<file path="src/rtl/unsigned_shift_add_multiplier.sv">
// Sequential unsigned WIDTH x WIDTH -> 2*WIDTH shift-add multiplier, one multiplier bit per cycle.
// Optional MUL_EARLY_TERMINATE_EN: finish as soon as no unconsumed multiplier bits remain set.
module unsigned_shift_add_multiplier #(
  parameter int WIDTH = 32
) (
  input  logic                 clk,
  input  logic                 rst,
  input  logic                 run,
  input  logic [WIDTH-1:0]     multiplicand,
  input  logic [WIDTH-1:0]     multiplier,
  output logic [2*WIDTH-1:0]   product,
  output logic [WIDTH-1:0]     hi,
  output logic                 busy,
  output logic                 rdy
);

  localparam int CW = $clog2(WIDTH + 1);

  typedef enum logic [1:0] {
    S_IDLE = 2'd0,
    S_CALC = 2'd1,
    S_DONE = 2'd2
  } state_t;

  state_t              state;
  state_t              state_nxt;
  logic [WIDTH-1:0]    mcand;
  logic [2*WIDTH:0]    prod;
  logic [CW-1:0]       cnt;

  logic [WIDTH-1:0]    lo;
  logic [WIDTH:0]      sum;
  logic [2*WIDTH:0]    iter_prod;
  logic                last_iter;
  logic                early_done;

  assign lo = prod[WIDTH-1:0];

  // prod[2*WIDTH] is 0 between iterations, so the top slice is {0, acc}.
  assign sum       = prod[2*WIDTH:WIDTH] + (prod[0] ? {1'b0, mcand} : {(WIDTH+1){1'b0}});
  assign iter_prod = {1'b0, sum, lo[WIDTH-1:1]};
  assign last_iter = (cnt == CW'(WIDTH - 1));

`ifdef MUL_EARLY_TERMINATE_EN
  logic [WIDTH-1:0]    rem_mask;
  logic [CW-1:0]       shamt;
  logic [2*WIDTH-1:0]  early_prod;

  // Unconsumed multiplier bits after cnt iterations are lo[WIDTH-1-cnt:0].
  assign rem_mask   = {WIDTH{1'b1}} >> cnt;
  assign early_done = ((lo & rem_mask) == '0);
  assign shamt      = CW'(WIDTH) - cnt;
  assign early_prod = prod[2*WIDTH-1:0] >> shamt;
`else
  assign early_done = 1'b0;
`endif

  always_ff @(posedge clk) begin
    if (rst) begin
      state <= S_IDLE;
    end else begin
      state <= state_nxt;
    end
  end

  always_comb begin
    state_nxt = state;
    case (state)
      S_IDLE:  if (run) state_nxt = S_CALC;
      S_CALC:  if (early_done || last_iter) state_nxt = S_DONE;
      S_DONE:  state_nxt = S_IDLE;
      default: state_nxt = S_IDLE;
    endcase
  end

  always_comb begin
    busy = 1'b0;
    rdy  = 1'b0;
    case (state)
      S_CALC:  busy = 1'b1;
      S_DONE:  rdy  = 1'b1;
      default: ;
    endcase
  end

  always_ff @(posedge clk) begin
    if (rst) begin
      mcand <= '0;
      prod  <= '0;
      cnt   <= '0;
    end else begin
      case (state)
        S_IDLE: begin
          if (run) begin
            mcand <= multiplicand;
            prod  <= {1'b0, {WIDTH{1'b0}}, multiplier};
            cnt   <= '0;
          end
        end
        S_CALC: begin
`ifdef MUL_EARLY_TERMINATE_EN
          if (early_done) begin
            prod <= {1'b0, early_prod};
          end else begin
            prod <= iter_prod;
            cnt  <= cnt + CW'(1);
          end
`else
          prod <= iter_prod;
          cnt  <= cnt + CW'(1);
`endif
        end
        default: ;
      endcase
    end
  end

  assign product = prod[2*WIDTH-1:0];
  assign hi      = prod[2*WIDTH-1:WIDTH];

endmodule

</file>
<file path="config.mk">
export PLATFORM = sky130hd
export DESIGN_NAME = unsigned_shift_add_multiplier
export DESIGN_NICKNAME = d
export VERILOG_FILES = /design/src/rtl/unsigned_shift_add_multiplier.sv
export SDC_FILE = /design/constraint.sdc
export NUM_CORES = 1
export LEC_CHECK = 0
export BUFFER_PORTS_ARGS = -buffer_cell sky130_fd_sc_hd__buf_4
export CORE_ASPECT_RATIO = 0.5
export CORE_MARGIN = 2
export CORE_UTILIZATION = 45
export CTS_BUF_LIST = sky130_fd_sc_hd__clkbuf_4
export CTS_CLUSTER_SIZE = 8
export DETAILED_ROUTE_END_ITERATION = 12
export PLACE_DENSITY = 0.77
export SYNTH_ARGS = -nofsm -noshare
export SYNTH_HDL_FRONTEND = slang
export SYNTH_SLANG_ARGS = --single-unit
</file>
<file path="constraint.sdc">
create_clock -name clk -period 3 [get_ports clk]
set_input_delay 0.45 -clock clk [delete_from_list [all_inputs] [get_ports clk]]
set_output_delay 0.45 -clock clk [all_outputs]
set_load 0.02 [all_outputs]
</file>
# After elaboration in Yosys (flattened, before gate mapping)
# Index checks and enable logic that the tools add are counted.
[word_totals] word_cells=26 register_bits=105 in_bits=67
[classes] eq_ne=5 n_mux=10 addsub=2 reduce_logical=5
[ops] op="one-hot mux 65 bit (2 select lines)" count=1
[ops] op="two-way mux 65 bit" count=1
[ops] op="adder 33 x 32 -> 33 bit" count=1
[ops] op="two-way mux 32 bit" count=1
[ops] op="one-hot mux 6 bit (2 select lines)" count=1
[ops] op="adder 6 x 1 -> 6 bit, second input constant" count=1
[ops] op="equality test 6 x 5 -> 1 bit, second input constant" count=1
[ops] op="two-way mux 6 bit" count=1
[ops] op="AND reduction 2 bit" count=3
[ops] op="two-way mux 2 bit" count=2
[ops] op="inequality test 2 bit, second input constant" count=2
[ops] op="one-hot mux 2 bit (2 select lines)" count=1
[ops] op="equality test 2 x 1 -> 1 bit, second input constant" count=1
[ops] op="equality test 2 bit, second input constant" count=1
[ops] op="logical NOT 2 bit" count=1
[ops] op="two-way mux 1 bit" count=2
[ops] op="nonzero test 2 bit" count=1

# Depth between registers and ports, before layout
# Gate-level depths: netlist of the first run.
[depth] word_depth=3 mapped_depth=12 ltp_nobuf=11

# Worst setup path after synthesis of the first run
# No wires, ideal clock.
[synth_path] path_type="register -> register" start="register prod[0]" end="register prod[57]" path_stages_with_launch=13 t_required_ns=2.873 period_less_slack_ns=2.692 n_path_buf=1 setup_slack_ns=0.308 arrival_ns=2.565 path_cell_list="dfxtp_1 -> clkbuf_1 -> and2_1 -> ha_1 -> inv_1 -> fa_1 -> and2b_1 -> o2111ai_1 -> a21oi_1 -> o31ai_2 -> o31ai_2 -> xnor2_1 -> o21ai_1"
[synth_between] elab_chain_len=3
[synth_rtl] item="start, declared" line_no="28" rtl="logic [2*WIDTH:0] prod;"
[synth_rtl] item="start signal, assigned" line_no="96" rtl="prod <= {1'b0, {WIDTH{1'b0}}, multiplier};"
[synth_rtl] item="start signal, assigned" line_no="109" rtl="prod <= iter_prod;"
[synth_rtl] item="two-way mux 32 bit" line_no="40" rtl="assign sum = prod[2*WIDTH:WIDTH] + (prod[0] ? {1'b0, mcand} : {(WIDTH+1){1'b0}});"
[synth_rtl] item="adder 33 x 32 -> 33 bit" line_no="40"
[synth_rtl] item="one-hot mux 65 bit (2 select lines)" line_no="92" rtl="case (state)"
# Every way passes these cells.
# A chain may end at the register's enable or synchronous reset.

# Worst setup path in the final report of the first run
[layout_path] start="register prod[0]" end="register prod[59]"
# Same word-level chain as after synthesis.

==> results of run 1 <==
==> cell usage after synthesis (6+ instances only) <==
library cell and count:
xnor2_1 13, nand4_1 9, nand3_1 17, ha_1 33, nor3_1 11, a21oi_1 118
nand2_1 154, dfxtp_1 104, inv_1 11, o21ai_1 15, and2_1 34, clkbuf_1 32
buf_4 33, a22oi_1 34, a31oi_1 7, nor2_1 37, o21ai_0 26, xor2_1 11
o21a_1 6, a21o_1 11
==> metal layers <==
layer	vias to the layer above	share of wire, %
li1	2911	-
met1	2766	47
met2	196	45
met3	13	7.4
met4	0	0.78
met5	-	0
==> through the flow <==
stage	power [mW]	instances	setup WS (ps)	cell area (µm²)	utilization, %
final	2.688	1064	302.3	7254	56.48
after global routing	2.827	1064	61.48	7254	56.48
after CTS	2.713	1064	347.0	7254	56.48
after detailed placement	1.962	1048	374.9	7108	55.34
after global placement	1.954	1048	410.6	7108	55.34
after floorplan	1.763	779	307.8	5989	-
==> final timing paths <==
kind                    end  slack [ps]
setup / recovery   prod[59]         300
hold / removal    mcand[18]         200
setup reg to reg   prod[59]         300
hold reg to reg   mcand[14]         460
==> sequential cells by signal, indices dropped and copies added, names as in the netlist <==
signal,count
state,2
cnt,6
mcand,32
prod,64
==> power groups by stage <==
stage / combinational [mW] / sequential [mW] / clock [mW]
after floorplan: 0.216 / 1.55 / 0
after CTS: 0.445 / 1.49 / 0.780
final: 0.443 / 1.49 / 0.756
after global placement: 0.438 / 1.52 / 0
after global routing: 0.488 / 1.50 / 0.841
after detailed placement: 0.444 / 1.52 / 0
==> cells by family after synthesis <==
family,Yosys count
AO/OA/AOI/OAI,243
XOR/XNOR,24
adder cells (fa/ha/maj),34
buffers and inverters,88
flip-flops,104
multiplexers,3
AND/OR/NAND/NOR,283
==> final cells by class <==
cell class / instances / area share [%]
multi-input cells: 587 / 47.45
flip-flops and latches: 104 / 28.70
repair buffers: 175 / 18.28
well taps: 170 / 2.932
clock inverters: 7 / 1.087
clock buffers: 9 / 0.9314
inverters: 12 / 0.6209
==> critical path, delay by kind of cell, from the launching register on <==
family                     cells  cell delay [ps]
and+or+nand+nor                2              370
xor gates and xnor gates       1              150
AOI/OAI and AO/OA              5             1080
buffers and inverters          1              220
DFF                            1              380
adders and majority gates      1              410
==> results.json, run 1 <==
{
  "synthXorXnorAreaFrac_pct": 3.510,
  "use_met3_pct": 5.722,
  "chipHeight_um": 85.58,
  "grt_overflow_total": 0,
  "dieArea_mm2": 0.01431,
  "cp-end-kind": "flop",
  "drc": 4,
  "path_class": "reg2reg",
  "yosys.area.top_type": "dfxtp_1",
  "leakagePower_nw": 3.183,
  "core_region_area_mm2": 0.01284,
  "switching_power_mw": 0.7977,
  "p_int_mw": 1.890,
  "synthFlopType": "dfxtp_1",
  "reg2reg_depth": 10,
  "cts.sinks": 104,
  "multiInputGateArea_mm2": 0.003442,
  "nNetsFinal": 990,
  "synth_top_family_by_area": "compound AO/OA/AOI/OAI gates",
  "layout_min_cycle_time_ps": 2698,
  "cts-root-buf": "clkbuf_4",
  "cts_tree": "done",
  "holdPathStages": 3,
  "cts_hold_buf": 0,
  "met1_usage_pct": 30.66,
  "grt_max_degree": 73,
  "fillers": 1221,
  "synth_edf_count": 0,
  "clock_latency_ps": 470,
  "slowest_delay_ps": 440,
  "slowest_stage": "a21oi_1",
  "slew_violations": 0,
  "cts_max_path_buffers": 2,
  "synth.distinct_cells": 60,
  "tightest_slew_ps": 807.9,
  "dp_hpwl_mm": 12.09,
  "gp_congestion": 0.8995,
  "finalCritPeriodShare_pct": 89.92,
  "areaGrowthSynthToFinish_pct": 21.12,
  "syn_nets": 880,
  "final_cell_mix": "buf_4, nand2_1, a21oi_1",
  "path_max_fanout": 19,
  "synth_seq_cells": 104,
  "yosys.area_share.simple_pct": 21.47,
  "maxCapViolations": 0,
  "startpoint_type": "flop",
  "fmax_mhz": 370.7,
  "final_antenna_net_count": 0,
  "synthArstFlopShare_pct": 0,
  "route.vias.total": 5886,
  "skew_ps": 22.08,
  "n_antenna_cell": 0,
  "synth-compound-area-share_pct": 24.65,
  "grt-busiest-layer": "met2",
  "comb_power_share_pct": 16.5,
  "whs_ps": 202.5,
  "first_iter_violations": 367,
  "pwr-share-seq_pct": 55.4,
  "startpoint": "prod[0]",
  "grt_usage_pct": 22.65,
  "synth.area.top_cells": "dfxtp_1, a21oi_1, nand2_1, ha_1, a22oi_1",
  "layout_commonest_cell": "buf_4",
  "initial_utilization_pct": 46.63,
  "min_from": "multiplicand[18]",
  "post_cts_buffers": 0,
  "synth_top_area_share_pct": 34.76,
  "synth_adder_area_share_pct": 7.228,
  "avgSynthCellArea_um2": 7.689,
  "drt-pass1-iter-count": 10,
  "grt_pass1_wl_mm": 26.48,
  "finalSetupViolCount": 0,
  "clock_power_share_pct": 28.1,
  "swShare_pct": 29.68,
  "cts-resized-gates": 0,
  "grt_pass1_vias": 5359,
  "die_x_um": 167.2,
  "status": "finished with violations",
  "syn-cell-area_mm2": 0.005989,
  "synth_cells": 779,
  "grt_antenna_before_repair": 0,
  "gr-usage-met2_pct": 36.93,
  "htree_levels": 3,
  "num_rows": 29,
  "ir_worst_vdd_v": 0.0002194,
  "drt-vias-per-instance": 5.532,
  "ys_seq_area_share_pct": 34.76,
  "crit_chain": "buf_4, nand2_1, fa_1, and2b_1, o2111ai_1, a21oi_1, o21ai_1, a21oi_1, xnor2_1, o21ai_1",
  "clkTransAtPathRegs_ps": 170,
  "relSlewSlack_pct": 45.85,
  "numPortBuffers": 164,
  "rsz0062_at_grt": "no",
  "ff_latch_area_mm2": 0.002082,
  "reg2reg_from": "prod[0]",
  "violations": "DRC",
  "cellPowerDensity_mw_per_mm2": 370.5,
  "cp.arrival_ps": 3060,
  "wl_per_cell_um": 15.24,
  "routed_wl_mm": 16.22,
  "yosysWarnings": 0,
  "hold_class": "in2reg",
  "drive_gt1_share_pct": 23.38,
  "ios": 165,
  "synthMuxAreaShare_pct": 0.5014,
  "required_ps": 3360,
  "cts_made_buffers": 9,
  "hold_viol_final": 0,
  "setup_tns_ps": 0
}
Power figures use the tool's default switching activity.
==> inputs of run 2 (changes only) <==
Settings changed: PLACE_DENSITY 0.77 to 0.7.
==> results.json, run 2 (synthesis gave the netlist of run 1 again) <==
{
  "fmax_mhz": 379.2,
  "drive_gt1_share_pct": 23.49,
  "n_antenna_cell": 0,
  "hold_class": "in2reg",
  "largest_reg_flops": 64,
  "violations": "DRC",
  "htree_levels": 3,
  "cellPowerDensity_mw_per_mm2": 367.9,
  "rsz0062_at_grt": "no",
  "finalCritPeriodShare_pct": 87.91,
  "core_region_area_mm2": 0.01284,
  "instances_no_fill": 1064,
  "first_iter_violations": 305,
  "dieArea_mm2": 0.01431,
  "setup_slack_ps": 362.7,
  "drt-pass1-iter-count": 9,
  "clkTransAtPathRegs_ps": 180,
  "hold_viol_final": 0,
  "die_x_um": 167.2,
  "path_max_fanout": 18,
  "cts_max_path_buffers": 2,
  "placedCellCount": 1048,
  "status": "finished with violations",
  "rrSetupSlack_ps": 360,
  "post_cts_buffers": 0,
  "cts_made_buffers": 9,
  "reg2reg_from": "prod[0]",
  "gp_congestion": 0.8731,
  "routed_wl_mm": 16.51,
  "required_ps": 3410,
  "grt_max_degree": 70,
  "maxCapViolations": 0,
  "grt_antenna_before_repair": 0,
  "grt_pass1_wl_mm": 27.31,
  "cp-end-kind": "flop",
  "slowest_stage": "a21oi_1",
  "cp.arrival_ps": 3040,
  "initial_utilization_pct": 46.63,
  "slowest_delay_ps": 440,
  "grt_usage_pct": 23.32,
  "crit_chain": "buf_4, nand2_1, fa_1, and2b_1, o2111ai_1, a21oi_1, o31ai_2, o31ai_2, xnor2_1, o21ai_1",
  "num_rows": 29,
  "ios": 165,
  "cts-root-buf": "clkbuf_4",
  "layout_commonest_cell": "buf_4",
  "setup_tns_ps": 0,
  "layout_min_cycle_time_ps": 2637,
  "cts_hold_buf": 0,
  "cts-resized-gates": 0,
  "reg_top3": "prod: 64 flops, mcand: 32 flops, cnt: 6 flops",
  "final_antenna_net_count": 0,
  "path_class": "reg2reg",
  "tightest_slew_ps": 831.8,
  "clock_latency_ps": 500,
  "dp_hpwl_mm": 12.18,
  "final_cell_mix": "buf_4, nand2_1, a21oi_1",
  "drt-vias-per-instance": 5.458,
  "areaGrowthSynthToFinish_pct": 20.97,
  "grt_pass1_vias": 5540,
  "ir_worst_vdd_v": 0.0001956,
  "route.vias.total": 5807,
  "min_from": "multiplicand[3]",
  "chipHeight_um": 85.58,
  "cpMostUsedCell": "o31ai_2",
  "grt_overflow_total": 0,
  "preCtsSetupSlack_ps": 404.5,
  "relSlewSlack_pct": 44.41,
  "nNetsFinal": 990,
  "startpoint_type": "flop",
  "numPortBuffers": 164,
  "wl_per_cell_um": 15.52,
  "slew_violations": 0,
  "startpoint": "prod[0]",
  "finalSetupViolCount": 0,
  "regMostFlops": "prod",
  "cts.sinks": 104,
  "leakagePower_nw": 3.178,
  "cts_tree": "done",
  "skew_ps": 23.95,
  "drc": 5
}
run 2: cell count changes in the layout (fill, tap and decap cells not counted), sizes merged:
cell    before  now
inv         14   16
bufinv       1    0
clkinv       3    2
run 2: layout make-up:
| cell class | count | area [µm²] |
|---|---|---|
| clock buffers | 9 | 67.56 |
| clock inverters | 7 | 70.07 |
| fillers | 1242 | 5599 |
| inverters | 12 | 45.04 |
| multi-input cells | 587 | 3442 |
| flip-flops and latches | 104 | 2082 |
| well taps | 170 | 212.7 |
| repair buffers | 175 | 1326 |
run 2: report_power, final:
| part | internal [mW] | leakage, nW | switching (mW) |
|---|---|---|---|
| Sequential | 1.45 | 0.849 | 0.0437 |
| Combinational | 0.182 | 2.26 | 0.260 |
| Clock | 0.194 | 0.0722 | 0.542 |
run 2: worst paths after layout:
| kind | to | cells past startpoint |
|---|---|---|
| setup / recovery | prod[57] | 10 |
| hold / removal | mcand[3] | 3 |
| setup reg to reg | prod[57] | 10 |
| hold reg to reg | mcand[26] | 2 |
run 2: through the flow:
step	util, %	power [mW]	area [µm²]	hold WS [ps]
6_report	56.41	2.666	7246	195.4
5_1_grt	56.41	2.800	7246	164.1
4_1_cts	56.41	2.697	7246	163.5
3_5_place_dp	55.34	1.963	7108	443.8
3_3_place_gp	55.34	1.958	7108	439.0
2_1_floorplan	-	1.763	5989	431.7
run 2: layer usage:
metal / vias up / GRT usage, % / part of all wire, %
met1: 2706 / 31.86 / 48
met2: 172 / 36.85 / 44
met4: 0 / 5.850 / 1.2
met3: 19 / 6.368 / 6.8
met5: - / 0 / 0
li1: 2910 / - / -
run 2: critical path, delay by kind of cell, from the launching register on:
kind                     cells  cell delay [ps]
XOR/XNOR                     1              140
AND/OR/NAND/NOR              2              350
adder cells (fa/ha/maj)      1              420
AO/OA/AOI/OAI                5             1060
flip-flops                   1              380
buffers and inverters        1              210
